`src/rtl/pipe_ctrl.sv`:
```
// In-order pipeline control: a STAGES-deep register chain with stall, partial flush,
// operand forwarding lookup and a saturating counter of flush-killed entries.
module pipe_ctrl #(
  parameter int WIDTH       = 64,
  parameter int STAGES      = 2,
  parameter int ADDR_W      = 8,
  parameter int FLUSH_DEPTH = STAGES
) (
  input  logic                         i_clk,
  input  logic                         i_rst,
  input  logic [WIDTH-1:0]             i_in,
  input  logic                         i_in_valid,
  input  logic [ADDR_W-1:0]            i_in_dst,
  input  logic                         i_in_wr,
  input  logic                         i_stall,
  input  logic                         i_flush,
  input  logic [ADDR_W-1:0]            i_ra_addr,
  input  logic [ADDR_W-1:0]            i_rb_addr,
  output logic [WIDTH-1:0]             o_out,
  output logic                         o_out_valid,
  output logic [ADDR_W-1:0]            o_out_dst,
  output logic                         o_out_wr,
  output logic [$clog2(STAGES+1)-1:0]  o_fwd_a,
  output logic [$clog2(STAGES+1)-1:0]  o_fwd_b,
  output logic [STAGES-1:0]            o_stage_valid,
  output logic [7:0]                   o_kill_cnt
);

  localparam int FW = $clog2(STAGES+1);

  logic [WIDTH-1:0]  payload_q [STAGES];
  logic [WIDTH-1:0]  payload_d [STAGES];
  logic [ADDR_W-1:0] dst_q     [STAGES];
  logic [ADDR_W-1:0] dst_d     [STAGES];
  logic [STAGES-1:0] valid_q, valid_d;
  logic [STAGES-1:0] wr_q, wr_d;
  logic [7:0]        killCnt_q, killCnt_d;
  logic [8:0]        killSum;

  // Invalid stages always carry all-zero fields, so gating on the keep bit is enough
  // to turn any killed or empty upstream slot into a NOP bubble.
  always_comb begin
    for (int s = 0; s < STAGES; s++) begin
      payload_d[s] = payload_q[s];
      dst_d[s]     = dst_q[s];
      valid_d[s]   = valid_q[s];
      wr_d[s]      = wr_q[s];
    end

    if (i_flush && FLUSH_DEPTH >= 1) begin
      payload_d[0] = '0;
      dst_d[0]     = '0;
      valid_d[0]   = 1'b0;
      wr_d[0]      = 1'b0;
    end else if (!i_stall) begin
      payload_d[0] = (i_in_valid && !i_flush) ? i_in : '0;
      dst_d[0]     = (i_in_valid && !i_flush) ? i_in_dst : '0;
      valid_d[0]   = i_in_valid && !i_flush;
      wr_d[0]      = i_in_valid && !i_flush && i_in_wr;
    end

    for (int s = 1; s < STAGES; s++) begin
      if (i_flush && s < FLUSH_DEPTH) begin
        payload_d[s] = '0;
        dst_d[s]     = '0;
        valid_d[s]   = 1'b0;
        wr_d[s]      = 1'b0;
      end else if (!i_stall) begin
        if (i_flush && s <= FLUSH_DEPTH) begin
          payload_d[s] = '0;
          dst_d[s]     = '0;
          valid_d[s]   = 1'b0;
          wr_d[s]      = 1'b0;
        end else begin
          payload_d[s] = payload_q[s-1];
          dst_d[s]     = dst_q[s-1];
          valid_d[s]   = valid_q[s-1];
          wr_d[s]      = wr_q[s-1];
        end
      end
    end
  end

  always_comb begin
    killSum = {1'b0, killCnt_q};
    if (i_flush) begin
      for (int s = 0; s < FLUSH_DEPTH; s++) begin
        killSum = killSum + {8'd0, valid_q[s]};
      end
      killSum = killSum + {8'd0, i_in_valid};
    end
    killCnt_d = killSum[8] ? 8'hFF : killSum[7:0];
  end

  always_ff @(posedge i_clk or negedge i_rst) begin
    if (!i_rst) begin
      for (int s = 0; s < STAGES; s++) begin
        payload_q[s] <= '0;
        dst_q[s]     <= '0;
      end
      valid_q   <= '0;
      wr_q      <= '0;
      killCnt_q <= '0;
    end else begin
      for (int s = 0; s < STAGES; s++) begin
        payload_q[s] <= payload_d[s];
        dst_q[s]     <= dst_d[s];
      end
      valid_q   <= valid_d;
      wr_q      <= wr_d;
      killCnt_q <= killCnt_d;
    end
  end

  // Scan oldest to youngest so the youngest matching stage wins.
  always_comb begin
    o_fwd_a = '0;
    o_fwd_b = '0;
    for (int s = STAGES-1; s >= 0; s--) begin
      if (valid_q[s] && wr_q[s] && dst_q[s] == i_ra_addr) o_fwd_a = FW'(s+1);
      if (valid_q[s] && wr_q[s] && dst_q[s] == i_rb_addr) o_fwd_b = FW'(s+1);
    end
  end

  assign o_out         = payload_q[STAGES-1];
  assign o_out_valid   = valid_q[STAGES-1];
  assign o_out_dst     = dst_q[STAGES-1];
  assign o_out_wr      = wr_q[STAGES-1];
  assign o_stage_valid = valid_q;
  assign o_kill_cnt    = killCnt_q;

endmodule

```
`config.mk`:
```
export PLATFORM = sky130hd
export DESIGN_NAME = pipe_ctrl
export DESIGN_NICKNAME = d
export VERILOG_FILES = /design/src/rtl/pipe_ctrl.sv
export SDC_FILE = /design/constraint.sdc
export NUM_CORES = 1
export LEC_CHECK = 0
export BUFFER_PORTS_ARGS = -buffer_cell sky130_fd_sc_hd__buf_2
export CORE_MARGIN = 3
export CORE_UTILIZATION = 48
export CTS_CLUSTER_DIAMETER = 150
export DETAILED_ROUTE_END_ITERATION = 8
export MAX_ROUTING_LAYER = met4
export PLACE_DENSITY = 0.76
export SLEW_MARGIN = 40
export SYNTH_ARGS = -nofsm -noshare
export SYNTH_HDL_FRONTEND = slang
export SYNTH_SLANG_ARGS = --single-unit
```
`constraint.sdc`:
```
create_clock -name i_clk -period 2.1 [get_ports i_clk]
set_input_delay 0.105 -clock i_clk [delete_from_list [all_inputs] [get_ports i_clk]]
set_output_delay 0.105 -clock i_clk [all_outputs]
set_load 0.02 [all_outputs]
```
== After elaboration in Yosys (flattened, before gate mapping) ==
Cells that the tools add are included.
Word-level totals
  bits in registers: 156
  output and inout port bits: 88
  logic and storage cells: 49
  bits of input ports: 94
Cells by class
  equality and inequality tests: 5
  multiplexer cells: 24
  $add $sub $neg: 3
  reduce and logical (&&, ||, !) cells: 10
Operators by type and width (number)
  $mux W64: 5
  $mux W8: 6
  $eq A8 B8 Y1: 4
  $add A9 B1 Y9: 2
  $add A8 B1 Y9: 1
  $mux W9: 1
  $logic_and A1 B1 Y1: 8
  $mux W1: 8
  $mux W2: 4
  $ne A2 B1 Y1 const B: 1
  $reduce_bool A2 Y1: 1
  $logic_not A1 Y1: 1

== Depth between registers and ports, before layout ==
  depth after elaboration: 5
  gate-level depth with buffers: 9

== Worst setup path after synthesis ==
Ideal clock, no wire load.
  path kind: reg-to-reg
  from: register valid_q[0] (netlist: o_stage_valid[0])
  to: register killCnt_q[2] (netlist: o_kill_cnt[2])
  data arrival time: 2.237 ns
  setup slack: -0.220 ns
  required time: 2.017 ns
  stages on the path, launching flop included: 10
  cell sequence: dfrtp_1 -> fa_1 -> ha_1 -> inv_1 -> fa_1 -> inv_1 -> and3_1 -> buf_2 -> nand4_1 -> o21ai_0
On the way
  cells in the longest elaborated chain, start to end: 5
  elaborated cells on any way between the ends: 6
  classes of those cells: 3 x add/sub; 2 x mux; 1 x reduce/logical
RTL lines
  start: declaration: RTL line 35  | logic [STAGES-1:0] valid_q, valid_d;
  start signal: assignment: RTL line 109  | valid_q <= valid_d;
  $add A8 B1 Y9 (*): RTL line 88  | killSum = killSum + {8'd0, valid_q[s]};
  $add A9 B1 Y9 (*): RTL line 88
  $add A9 B1 Y9 (*): RTL line 90  | killSum = killSum + {8'd0, i_in_valid};
  $mux W9 (*): RTL line 86  | if (i_flush) begin
  $mux W8 or $reduce_bool A2 Y1 (tied branches)
  end signal: assignment: RTL line 111  | killCnt_q <= killCnt_d;
  end: declaration: RTL line 37  | logic [7:0] killCnt_q, killCnt_d;
Mark *: on every way between the ends. The rest lies on a longest branch, timed or not. The select of a mux whose other input is x is not followed.
A chain may end at the register's enable or synchronous reset.

== Worst setup path after layout ==
Ends and elaborated chain as after synthesis.

==> flow_summary.yaml <==
die:
  ioPinCount: 182
  initial_core_util_pct: 49.6
  dieWidth_um: 126
  rows: 43
  die-area_um2: 16000
  die_h_um: 126
  coreArea_um2: 14000
clock_tree:
  cts_root_buf: "clkbuf_16"
  cts_buffers: 17
  cts.path.max_buffers: 2
  cts.sinks: 156
  clock_latency_ps: 420
  cts.clk_slew.worst_paths_ps: 60
  cts_tree: "done"
  htreeDepth: 4
run_status:
  outcome: "complete, but fails checks"
  violations: "negative setup slack"
route:
  drtAntennaViolNets: 0
  dr_total_vias: 4963
  drt-initial-drc-count: 205
  routed_via_density: 5.22
  wl_um: 17200
  drc_errors: 0
  wl_per_cell_um: 18.1
  dr.pass1.iters: 4
synth:
  synth_edf_count: 0
  synth_top_area_cell: "dfrtp_1"
  ys.flop_type: "dfrtp_1"
  ys_top_cells_by_area: "dfrtp_1 56%, mux2i_1 11%, a22o_1 9.2%, buf_4 8.7%, nor2_1 4.0%"
  synth.cell_area_um2: 6970
  ys_seq_area_share_pct: 56.0
  synth_nets: 668
  yosysWarningCount: 0
  synth_area_per_cell_um2: 12.2
  synth_seq_cells: 156
  synth_cell_types: 29
  synthCells: 570
  ys_async_sr_fraction_pct: 100
  synth_top_area_share_pct: 56.0
place:
  dpl.hpwl_um: 10600
  place.gp.congestion: 0.898
  placed_cells: 840
  numPortBuffers: 181
worst_setup_path:
  worstSetupPathType: "register to register"
  reg2reg_slack_ps: -150
  cp-start-kind: "register"
  startpoint: "o_stage_valid[0]"
  critPathCapture: "o_kill_cnt[2]"
  crit_path_end_kind: "register"
  ff2ff_path_depth: 8
  cp_data_arrival_time_ps: 2590
  rr_startpoint: "o_stage_valid[0]"
  worstPathMaxFanout: 6
  r2r-end: "o_kill_cnt[2]"
  critPathRequiredTime_ps: 2440
layout:
  regArea_um2: 3910
  insertedDiodeCount: 0
  num-fill-cells: 1033
  finalNonFillerCells: 950
  layout-drive-gt1-share_pct: 31.9
  area_growth_syn_to_layout_pct: 28.2
  multiInputGateArea_um2: 2340
  fin_nets: 856
sta:
  setup_ws_ps: -151
  finalSetupTns_ps: -961
  finClkSkew_ps: 6.56
  fin_crit_sh_pct: 107
  maxSlewHeadroom_pct: 63.6
  finalMaxSlewViolations: 0
  hold_ws_ps: 92.2
  rsz0062_at_grt: "true"
  hold_viol: 0
  fmax_ghz: 0.444
  worstMarginPinSlew_ps: 545
  fin_crit_ps: 2250
  setup_viol: 8
global_route:
  grtUsageTotal_pct: 22.6
  antenna_found_initial: 0
  grt_pass1_wl_um: 28000
  grt-ovfl-total: 0
  grt_max_degree: 59
  grt_pass1_vias: 5409
run:
  max_cap_viol_count: 0
power:
  p_sw_share_pct: 25.9
  internal-power_w: 0.00557
  power.density_nw_per_um2: 842
  switching_power_w: 0.00195
  p_leak_nw: 4.71
  seqPwrFrac_pct: 43.8
  power.share.combinational_pct: 15.2
  clkPwrFrac_pct: 41.0
  ir_worst_vdd_v: 0.000525
worst_hold_path:
  min_path_type: "input port to register"
-- registers in the layout, summed over array words and instances (netlist names) --
register       cells
o_out             64
payload_q         64
dst_q              8
o_kill_cnt         8
o_out_dst          8
o_stage_valid      2
wr_q               2
-- per-stage QoR --
stage / instance area, µm² / power, W / utilization [%] / setup slack, ps
after global placement: 7520 / 0.00426 / 53.6 / -116
after CTS: 8890 / 0.00755 / 63.3 / -120
after global routing: 8930 / 0.00784 / 63.6 / -250
after floorplan: 6980 / 0.00391 / - / -125
after detailed placement: 7520 / 0.00431 / 53.6 / -172
final: 8930 / 0.00752 / 63.6 / -151
-- cells by family after synthesis --
logic type                 share of synthesized area, %
AOI/OAI and AO/OA                                  9.88
muxes                                              10.9
and+or+nand+nor                                    6.73
xor gates and xnor gates                           4.27
buffers and inverters                              11.2
DFF                                                56.0
adders and majority gates                         0.934
-- critical path, stage by stage, from the launching register on --
cell     delay, ps
dfrtp_2        410
fa_1           540
ha_2           190
inv_2           40
fa_2           350
inv_2           70
and3_4         200
nand4_1        220
o21ai_1        150
-- cells in the final DEF (no fill, tap or decap), types with 5 or more instances in the layout --
master         count
nand4_1            5
dfrtp_1          154
xnor2_1           24
clkbuf_16         17
buf_2            176
buf_4             22
nand2_1            9
dlygate4sd3_1     74
xor2_1            10
mux2i_1           75
a22o_1            73
nor2_1            74
-- timing repair --
item,CTS,global route
gates resized for setup,1,8
endpoints found under the setup margin,7,10
hold endpoints to repair,119,0
setup buffers,3,2
pin swaps,4,4
hold buffers,74,0
-- worst min path at each step --
| stage | endpoint | slack [ps] | cells after the start | from |
|---|---|---|---|---|
| global route | o_out_dst[6] | 90 | 2 | i_flush |
| finish | o_out_dst[1] | 90 | 2 | i_flush |
| detailed placement | payload_q[117] | 80 | 1 | i_rst |
| CTS | o_out_dst[4] | 80 | 2 | i_flush |
| global placement | payload_q[122] | 70 | 1 | i_rst |
| floorplan | dst_q[10] | -190 | 0 | i_rst |
-- layout make-up --
class,instances,share of cell area (%)
Sequential cell,156,43.7
Multi-Input combinational cell,303,26.1
Timing Repair Buffer,276,20.8
Clock buffer,21,5.04
Tap cell,180,2.52
Clock inverter,10,1.60
Inverter,4,0.168
-- metal layers --
layer | wire length, µm | up-vias | global-route usage [%]
li1 | - | 2270 | -
met4 | 232 | 0 | 7.38
met3 | 1060 | 20 | 5.81
met2 | 8630 | 178 | 37.0
met5 | 0 | - | -
met1 | 7310 | 2495 | 27.5
-- Yosys cell counts (all sizes together), types with 5 or more instances --
cell / instances
nand2: 9
a22o: 73
xnor2: 24
clkbuf: 6
nor2: 75
nand4: 5
buf: 101
xor2: 10
dfrtp: 156
mux2i: 75
-- power by group through the flow --
stage / registers (W) / clock network [W] / logic (W)
floorplan: 0.00340 / 0 / 0.000512
global placement: 0.00333 / 0 / 0.000930
detailed placement: 0.00334 / 0 / 0.000969
CTS: 0.00329 / 0.00315 / 0.00110
global route: 0.00331 / 0.00328 / 0.00124
finish: 0.00329 / 0.00309 / 0.00115
(Power assumes the default switching activity.)
